### config.mk
export PLATFORM = sky130hd
export DESIGN_NAME = washer_sequencer
export DESIGN_NICKNAME = d
export VERILOG_FILES = /design/src/rtl/washer_pkg.sv /design/src/rtl/washer_tick_gen.sv /design/src/rtl/washer_sequencer.sv
export SDC_FILE = /design/constraint.sdc
export NUM_CORES = 1
export LEC_CHECK = 0
export ABC_AREA = 1
export CAP_MARGIN = 10
export CELL_PAD_IN_SITES_DETAIL_PLACEMENT = 2
export CELL_PAD_IN_SITES_GLOBAL_PLACEMENT = 2
export CORE_MARGIN = 8
export CORE_UTILIZATION = 25
export DETAILED_ROUTE_END_ITERATION = 12
export GPL_TIMING_DRIVEN = 0
export PLACE_DENSITY_LB_ADDON = 0.1
export SLEW_MARGIN = 30
export SYNTH_ARGS = -nofsm -noshare
export SYNTH_HDL_FRONTEND = slang
export SYNTH_SLANG_ARGS = --single-unit
### constraint.sdc
create_clock -name clk -period 4.7 [get_ports clk]
set_input_delay 0.705 -clock clk [delete_from_list [all_inputs] [get_ports clk]]
set_output_delay 0.705 -clock clk [all_outputs]
set_load 0.1 [all_outputs]
### src/rtl/washer_pkg.sv
// washer_pkg: state encoding, error codes, output bundle and phase/temperature
// tables shared by the washer_sequencer slice.
package washer_pkg;

    typedef enum logic [3:0] {
        S_IDLE      = 4'd0,
        S_FILL      = 4'd1,
        S_WASH      = 4'd2,
        S_DRAIN     = 4'd3,
        S_SPIN      = 4'd4,
        S_REBALANCE = 4'd5,
        S_PAUSE     = 4'd6,
        S_COMPLETE  = 4'd7,
        S_ERROR     = 4'd8
    } state_t;

    localparam logic [2:0] ERR_NONE  = 3'd0;
    localparam logic [2:0] ERR_FILL  = 3'd1;
    localparam logic [2:0] ERR_DRAIN = 3'd2;
    localparam logic [2:0] ERR_VIB   = 3'd3;
    localparam logic [2:0] ERR_DOOR  = 3'd4;

    localparam int RINSE_TICKS = 180;
    localparam int REBAL_TICKS = 10;

    typedef struct packed {
        logic       water_valve;
        logic       heater;
        logic       drum_motor;
        logic       drain_pump;
        logic       door_lock;
        logic       cycle_complete_led;
        logic       error_led;
        logic       paused;
        logic [1:0] spin_sel;
        logic [2:0] error_code;
        logic [3:0] state_out;
    } out_t;

    function automatic int wash_ticks(input logic [1:0] c);
        return c == 2'd0 ? 600 : c == 2'd1 ? 300 : c == 2'd2 ? 900 : 240;
    endfunction

    function automatic int spin_ticks(input logic [1:0] c);
        return c == 2'd0 ? 360 : c == 2'd1 ? 180 : c == 2'd2 ? 480 : 240;
    endfunction

    // Targets on the 10-bit ADC scale; code 11 heats like Cold.
    function automatic int temp_target(input logic [1:0] t);
        return t == 2'd1 ? 300 : t == 2'd2 ? 600 : 100;
    endfunction

endpackage

### src/rtl/washer_tick_gen.sv
// washer_tick_gen: free-running one-cycle tick pulse every TICK_DIV clocks.
module washer_tick_gen #(
    parameter int TICK_DIV = 1
) (
    input  logic clk,
    input  logic reset_n,
    output logic tick
);
    localparam int CW = TICK_DIV > 1 ? $clog2(TICK_DIV) : 1;

    logic [CW-1:0] cnt_q, cnt_d;

    assign tick = cnt_q == CW'(TICK_DIV - 1);

    always_comb cnt_d = tick ? '0 : cnt_q + 1'b1;

    always_ff @(posedge clk or negedge reset_n)
        if (!reset_n) cnt_q <= '0;
        else          cnt_q <= cnt_d;

endmodule

### src/rtl/washer_sequencer.sv
// washer_sequencer: fill / wash+heat / drain / rinse / spin sequencer with pause,
// timeouts, door supervision and safe drain; WASHER_REBALANCE_EN adds spin rebalance retries.
module washer_sequencer
    import washer_pkg::*;
#(
    parameter int ADC_W         = 10,
    parameter int TICK_DIV      = 1,
    parameter int MAX_RINSES    = 3,
    parameter int FILL_LEVEL    = 512,
    parameter int EMPTY_LEVEL   = 8,
    parameter int FILL_TIMEOUT  = 600,
    parameter int DRAIN_TIMEOUT = 300,
    parameter int MAX_REBALANCE = 2,
    parameter int UNLOCK_DELAY  = 5
) (
    input  logic                               clk,
    input  logic                               reset_n,
    input  logic                               start,
    input  logic                               stop,
    input  logic [1:0]                         wash_cycle,
    input  logic [1:0]                         temperature,
    input  logic [1:0]                         spin_speed,
    input  logic [$clog2(MAX_RINSES+1)-1:0]    rinse_count,
    input  logic                               door_locked,
    input  logic [ADC_W-1:0]                   water_level,
    input  logic [ADC_W-1:0]                   temperature_adc,
    input  logic                               vibration_sensor,
    output logic                               water_valve,
    output logic                               heater,
    output logic                               drum_motor,
    output logic                               drain_pump,
    output logic                               door_lock,
    output logic                               cycle_complete_led,
    output logic                               error_led,
    output logic                               paused,
    output logic [1:0]                         spin_sel,
    output logic [2:0]                         error_code,
    output logic [3:0]                         state_out
);
    localparam int SH   = ADC_W - 10;
    localparam int RC_W = $clog2(MAX_RINSES + 1);
    localparam logic [ADC_W-1:0] FILL_TH  = ADC_W'(FILL_LEVEL << SH);
    localparam logic [ADC_W-1:0] EMPTY_TH = ADC_W'(EMPTY_LEVEL << SH);
    localparam logic [RC_W-1:0]  RC_MAX   = RC_W'(MAX_RINSES);
`ifdef WASHER_REBALANCE_EN
    localparam int RB_W = MAX_REBALANCE > 0 ? $clog2(MAX_REBALANCE + 1) : 1;
    logic [RB_W-1:0] retry_q, retry_d;
`endif

    state_t          state_q, state_d, saved_q, saved_d;
    logic [1:0]      cyc_q, cyc_d, temp_q, temp_d, spin_q, spin_d;
    logic [RC_W-1:0] rinses_q, rinses_d, rinse_done_q, rinse_done_d;
    logic [2:0]      err_q, err_d;
    logic [15:0]     timer_q, timer_d;
    out_t            out_q, out_d;
    logic            tick, phase, active, empty;
    logic [31:0]     tcount, wash_dur, spin_dur;
    logic [ADC_W-1:0] temp_th;

    washer_tick_gen #(.TICK_DIV(TICK_DIV)) u_tick (.clk(clk), .reset_n(reset_n), .tick(tick));

    assign tcount   = 32'(timer_q) + 32'd1;
    assign wash_dur = rinse_done_q != '0 ? 32'(RINSE_TICKS) : 32'(wash_ticks(cyc_q));
    assign spin_dur = 32'(spin_ticks(cyc_q));
    assign temp_th  = ADC_W'(temp_target(temp_q) << SH);
    assign empty    = water_level <= EMPTY_TH;
    assign phase    = state_q inside {S_FILL, S_WASH, S_DRAIN, S_SPIN, S_REBALANCE};
    assign active   = phase || state_q == S_PAUSE;

    always_ff @(posedge clk or negedge reset_n) begin
        if (!reset_n) begin
            state_q      <= S_IDLE;
            saved_q      <= S_IDLE;
            cyc_q        <= '0;
            temp_q       <= '0;
            spin_q       <= '0;
            rinses_q     <= '0;
            rinse_done_q <= '0;
            err_q        <= ERR_NONE;
            timer_q      <= '0;
            out_q        <= '0;
`ifdef WASHER_REBALANCE_EN
            retry_q      <= '0;
`endif
        end else begin
            state_q      <= state_d;
            saved_q      <= saved_d;
            cyc_q        <= cyc_d;
            temp_q       <= temp_d;
            spin_q       <= spin_d;
            rinses_q     <= rinses_d;
            rinse_done_q <= rinse_done_d;
            err_q        <= err_d;
            timer_q      <= timer_d;
            out_q        <= out_d;
`ifdef WASHER_REBALANCE_EN
            retry_q      <= retry_d;
`endif
        end
    end

    // Faults are decided inside the case; normal exits wait for !stop so a
    // simultaneous stop pauses in the old state.
    always_comb begin
        state_d      = state_q;
        saved_d      = saved_q;
        cyc_d        = cyc_q;
        temp_d       = temp_q;
        spin_d       = spin_q;
        rinses_d     = rinses_q;
        rinse_done_d = rinse_done_q;
        err_d        = err_q;
`ifdef WASHER_REBALANCE_EN
        retry_d      = retry_q;
`endif
        case (state_q)
            S_IDLE: if (start && door_locked) begin
                state_d      = S_FILL;
                cyc_d        = wash_cycle;
                temp_d       = temperature;
                spin_d       = spin_speed;
                rinses_d     = rinse_count > RC_MAX ? RC_MAX : rinse_count;
                rinse_done_d = '0;
                err_d        = ERR_NONE;
`ifdef WASHER_REBALANCE_EN
                retry_d      = '0;
`endif
            end
            S_FILL: if (tick && tcount == 32'(FILL_TIMEOUT)) begin
                state_d = S_ERROR;
                err_d   = ERR_FILL;
            end else if (!stop && water_level >= FILL_TH) state_d = S_WASH;
            S_WASH: if (!stop && tick && tcount == wash_dur) state_d = S_DRAIN;
            S_DRAIN: if (tick && tcount == 32'(DRAIN_TIMEOUT)) begin
                state_d = S_ERROR;
                err_d   = ERR_DRAIN;
            end else if (!stop && empty) begin
                state_d      = rinse_done_q < rinses_q ? S_FILL : S_SPIN;
                rinse_done_d = rinse_done_q < rinses_q ? rinse_done_q + 1'b1 : rinse_done_q;
            end
            S_SPIN: if (vibration_sensor) begin
`ifdef WASHER_REBALANCE_EN
                if (retry_q < RB_W'(MAX_REBALANCE)) begin
                    state_d = S_REBALANCE;
                    retry_d = retry_q + 1'b1;
                end else begin
                    state_d = S_ERROR;
                    err_d   = ERR_VIB;
                end
`else
                state_d = S_ERROR;
                err_d   = ERR_VIB;
`endif
            end else if (!stop && tick && tcount == spin_dur) state_d = S_COMPLETE;
`ifdef WASHER_REBALANCE_EN
            S_REBALANCE: if (!stop && tick && tcount == 32'(REBAL_TICKS)) state_d = S_SPIN;
`endif
            S_PAUSE:    if (start) state_d = saved_q;
            S_COMPLETE: if (tick && tcount == 32'(UNLOCK_DELAY)) state_d = S_IDLE;
            S_ERROR:    if (start && empty) state_d = S_IDLE;
            default:    state_d = S_IDLE;
        endcase
        if (active && !door_locked) begin
            state_d = S_ERROR;
            err_d   = ERR_DOOR;
        end else if (stop && phase && state_d == state_q) begin
            state_d = S_PAUSE;
            saved_d = state_q;
        end
        // Entering or leaving PAUSE keeps the count so a resumed phase continues.
        timer_d = state_d != state_q ? ((state_d == S_PAUSE || state_q == S_PAUSE) ? timer_q : '0)
                : (tick && state_q != S_PAUSE && timer_q != '1) ? timer_q + 1'b1 : timer_q;
    end

    always_comb begin
        out_d                    = '0;
        out_d.state_out          = state_q;
        out_d.spin_sel           = spin_q;
        out_d.error_code         = err_q;
        out_d.water_valve        = state_q == S_FILL;
        out_d.heater             = state_q == S_WASH && rinse_done_q == '0 && temperature_adc < temp_th;
        out_d.drum_motor         = state_q inside {S_WASH, S_SPIN};
        out_d.drain_pump         = state_q inside {S_DRAIN, S_SPIN} || (state_q == S_ERROR && !empty);
        out_d.door_lock          = state_q != S_IDLE && !(state_q == S_ERROR && empty);
        out_d.cycle_complete_led = state_q == S_COMPLETE;
        out_d.error_led          = state_q == S_ERROR;
        out_d.paused             = state_q == S_PAUSE;
    end

    assign water_valve        = out_q.water_valve;
    assign heater             = out_q.heater;
    assign drum_motor         = out_q.drum_motor;
    assign drain_pump         = out_q.drain_pump;
    assign door_lock          = out_q.door_lock;
    assign cycle_complete_led = out_q.cycle_complete_led;
    assign error_led          = out_q.error_led;
    assign paused             = out_q.paused;
    assign spin_sel           = out_q.spin_sel;
    assign error_code         = out_q.error_code;
    assign state_out          = out_q.state_out;

endmodule

==> metrics.cfg <==
[cells_and_area]
final_common_cell = nand2_1
final_util_pct = 31.1
drive_gt1_share_pct = 11.3
diodes = 0
final_cell_mix = 145 x nand2_1, 56 x inv_1, 56 x nor2_1, 55 x nand3_1, 54 x dfrtp_1
fillCellCount = 1860
multi_input_area_um2 = 2260
fin_nets = 652
area_growth_pct = 23.7
register_area_um2 = 1350
instances_no_fill = 818

[routing]
route.vias.total = 3857
final_antenna_net_count = 0
drt_iter0_drc = 160
drt_first_pass_iters = 4
wirelength_um = 14500
wl_per_cell_um = 17.7
viasPerCell = 4.72
drc = 0

[setup_path]
critPathLaunch = timer_q[0]
r2r_start = timer_q[0]
crit_fanout = 10
rr_endpoint = timer_q[11]
arrival_ns = 3.77
crit_chain = ha_1, buf_2, xnor2_1, inv_1, nor2_1, nand3_1, nor2_1, nand2_1, o21bai_1, nand2_1, nand3_2, a21oi_1, nand3_1, nand3_1, nand2_1, nand2_1, nor2_2, nand3_4, buf_6, nand3_1, nand2_1
crit_buf_inv = 3
rrSetupSlack_ns = 1.13
cp.required_ns = 4.90
rr_worst_depth = 21
crit_path_top_delay_cell = dfrtp_1
max_stage_delay_ns = 0.44
crit_type = reg -> reg
start_kind = register
critPathTopFamily = simple AND/OR/NAND/NOR gates
path_common_cell = nand2_1
end_kind = register

[global_route]
grt_pass1_vias = 4318
antenna_found_initial = 0
grt_first_pass_wirelength_um = 23900
grt_overflow = 0
grt_max_degree = 30
grt_usage_pct = 15.3

[logic_synthesis]
yosys_warnings = 0
netlist.top_cell.by_area = dfrtp_1
synthTopCellsByArea = dfrtp_1 34%, nand2_1 14%, nand3_1 7.0%, ha_1 5.4%, inv_1 5.3%
synth_area_um2 = 3930
syn_inst = 546
seq_area_frac_synth_pct = 34.4
synth.distinct_cells = 46
avgSynthCellArea_um2 = 7.20
synth_nets = 597
ys_ff_latch = 54
synth_top_area_share_pct = 34.4

[clock_tree]
clk_pin_slew_worst_paths_ns = 0.08
cts_buffers = 5
cts_setup_buffers = 0
cts-resized-gates = 0
root_buffer = clkbuf_16
clockBufferDepth = 2
cts_htree_levels = 2
cts_tree = yes
clock_latency_ns = 0.30
cts_hold_buf = 0
clock-sinks = 54

[die]
dieArea_um2 = 20000
io_pins = 51
fp.dieW_um = 141
placementRows = 46
die_h_um = 141
core_area_um2 = 15700
start_util_pct = 25.1

[min_path]
hp-class = in -> async

[sta]
tightest_slew_ns = 0.990
period_needed_ns = 3.57
finalMaxSlewViolations = 0
rsz0062_at_grt = false
fin_crit_sh_pct = 75.9
max_freq_mhz = 280
setup_violations = 0
hold_viol_final = 0
finClkSkew_ns = 0.00731
slew_headroom_pct = 33.8
hold_ws_ns = 0.327
setup_tns_ns = 0

[power_and_ir_drop]
powerDensity_nw_per_um2 = 391
power.share.sequential_pct = 32.9
switching_share_pct = 43.6
p_clk_share_pct = 23.7
vdd_drop_max_mv = 0.370
power_frac_comb_pct = 43.5
p_switching_w = 0.000830
leakagePower_nw = 2.19
intPower_w = 0.00107

[place]
gp_congestion = 0.797
portBuffers = 47
dp_hpwl_um = 11700
place_inst = 810

[status]
status = finished clean

[run]
cap_violations = 0

Yosys cell counts, drive strengths merged:
library cell,n
o211ai,2
nor3,10
o22ai,1
nand2,159
and2,1
ha,17
or2,1
nand3,66
a21oi,15
a31oi,1
a211o,1
nand3b,2
inv,60
o21ai,23
clkbuf,1
a221oi,1
o31ai,3
clkinv,2
o21a,1
nor3b,1
nor2,70
nand4,33
and3,1
xnor2,1
nor4,1
xor2,4
dfrtp,54
buf,10
o21bai,4
cells by family after synthesis:
group           synth area share [%]
compound gates                  7.89
xor+xnor                        1.11
fa+ha+maj                       5.41
buf+inv                         8.12
flops                           34.4
simple gates                    43.1
power groups by stage:
stage	clock, W	sequential [W]	combinational [W]
6_report	0.000450	0.000625	0.000828
4_1_cts	0.000473	0.000627	0.000844
2_1_floorplan	0	0.000720	0.000484
3_3_place_gp	0	0.000630	0.000812
5_1_grt	0.000483	0.000642	0.000937
3_5_place_dp	0	0.000636	0.000839
layer usage:
metal / up-vias / part of all wire [%] / GRT usage [%]
li1: 1915 / - / -
met1: 1896 / 51 / 21.0
met2: 39 / 46 / 24.8
met3: 7 / 2.5 / 2.69
met4: 0 / 0.74 / 2.71
met5: - / 0 / 0
worst max path at each step:
| stage | to | slack [ns] | cells past startpoint |
|---|---|---|---|
| after floorplan | timer_q[11] | 1.85 | 23 |
| after global placement | state_out[2] | 0.94 | 1 |
| after detailed placement | timer_q[0] | 0.96 | 21 |
| after CTS | timer_q[11] | 1.07 | 21 |
| after global routing | timer_q[11] | 0.73 | 21 |
| final | timer_q[11] | 1.13 | 21 |
flip-flops by register name, summed over array words and instances (netlist names), 3 cells and up:
register	flops
state_q	4
err_q	3
state_out	4
saved_q	4
error_code	3
timer_q	16
metrics by stage:
stage | worst slack (ns) | power [W] | area (µm²)
2_1_floorplan | 1.85 | 0.00120 | 3930
3_3_place_gp | 0.936 | 0.00144 | 4670
3_5_place_dp | 0.962 | 0.00148 | 4690
4_1_cts | 1.07 | 0.00194 | 4860
5_1_grt | 0.730 | 0.00206 | 4860
6_report | 1.13 | 0.00190 | 4860
layout make-up:
type	instances	share of cell area [%]
plain buffers	11	1.72
well taps	216	5.56
repair buffers	48	10.0
flip-flops and latches	54	27.8
inverters	62	4.84
clock buffers	5	2.57
multi-input cells	419	46.5
clock inverters	3	0.978
(Power assumes the default switching activity.)
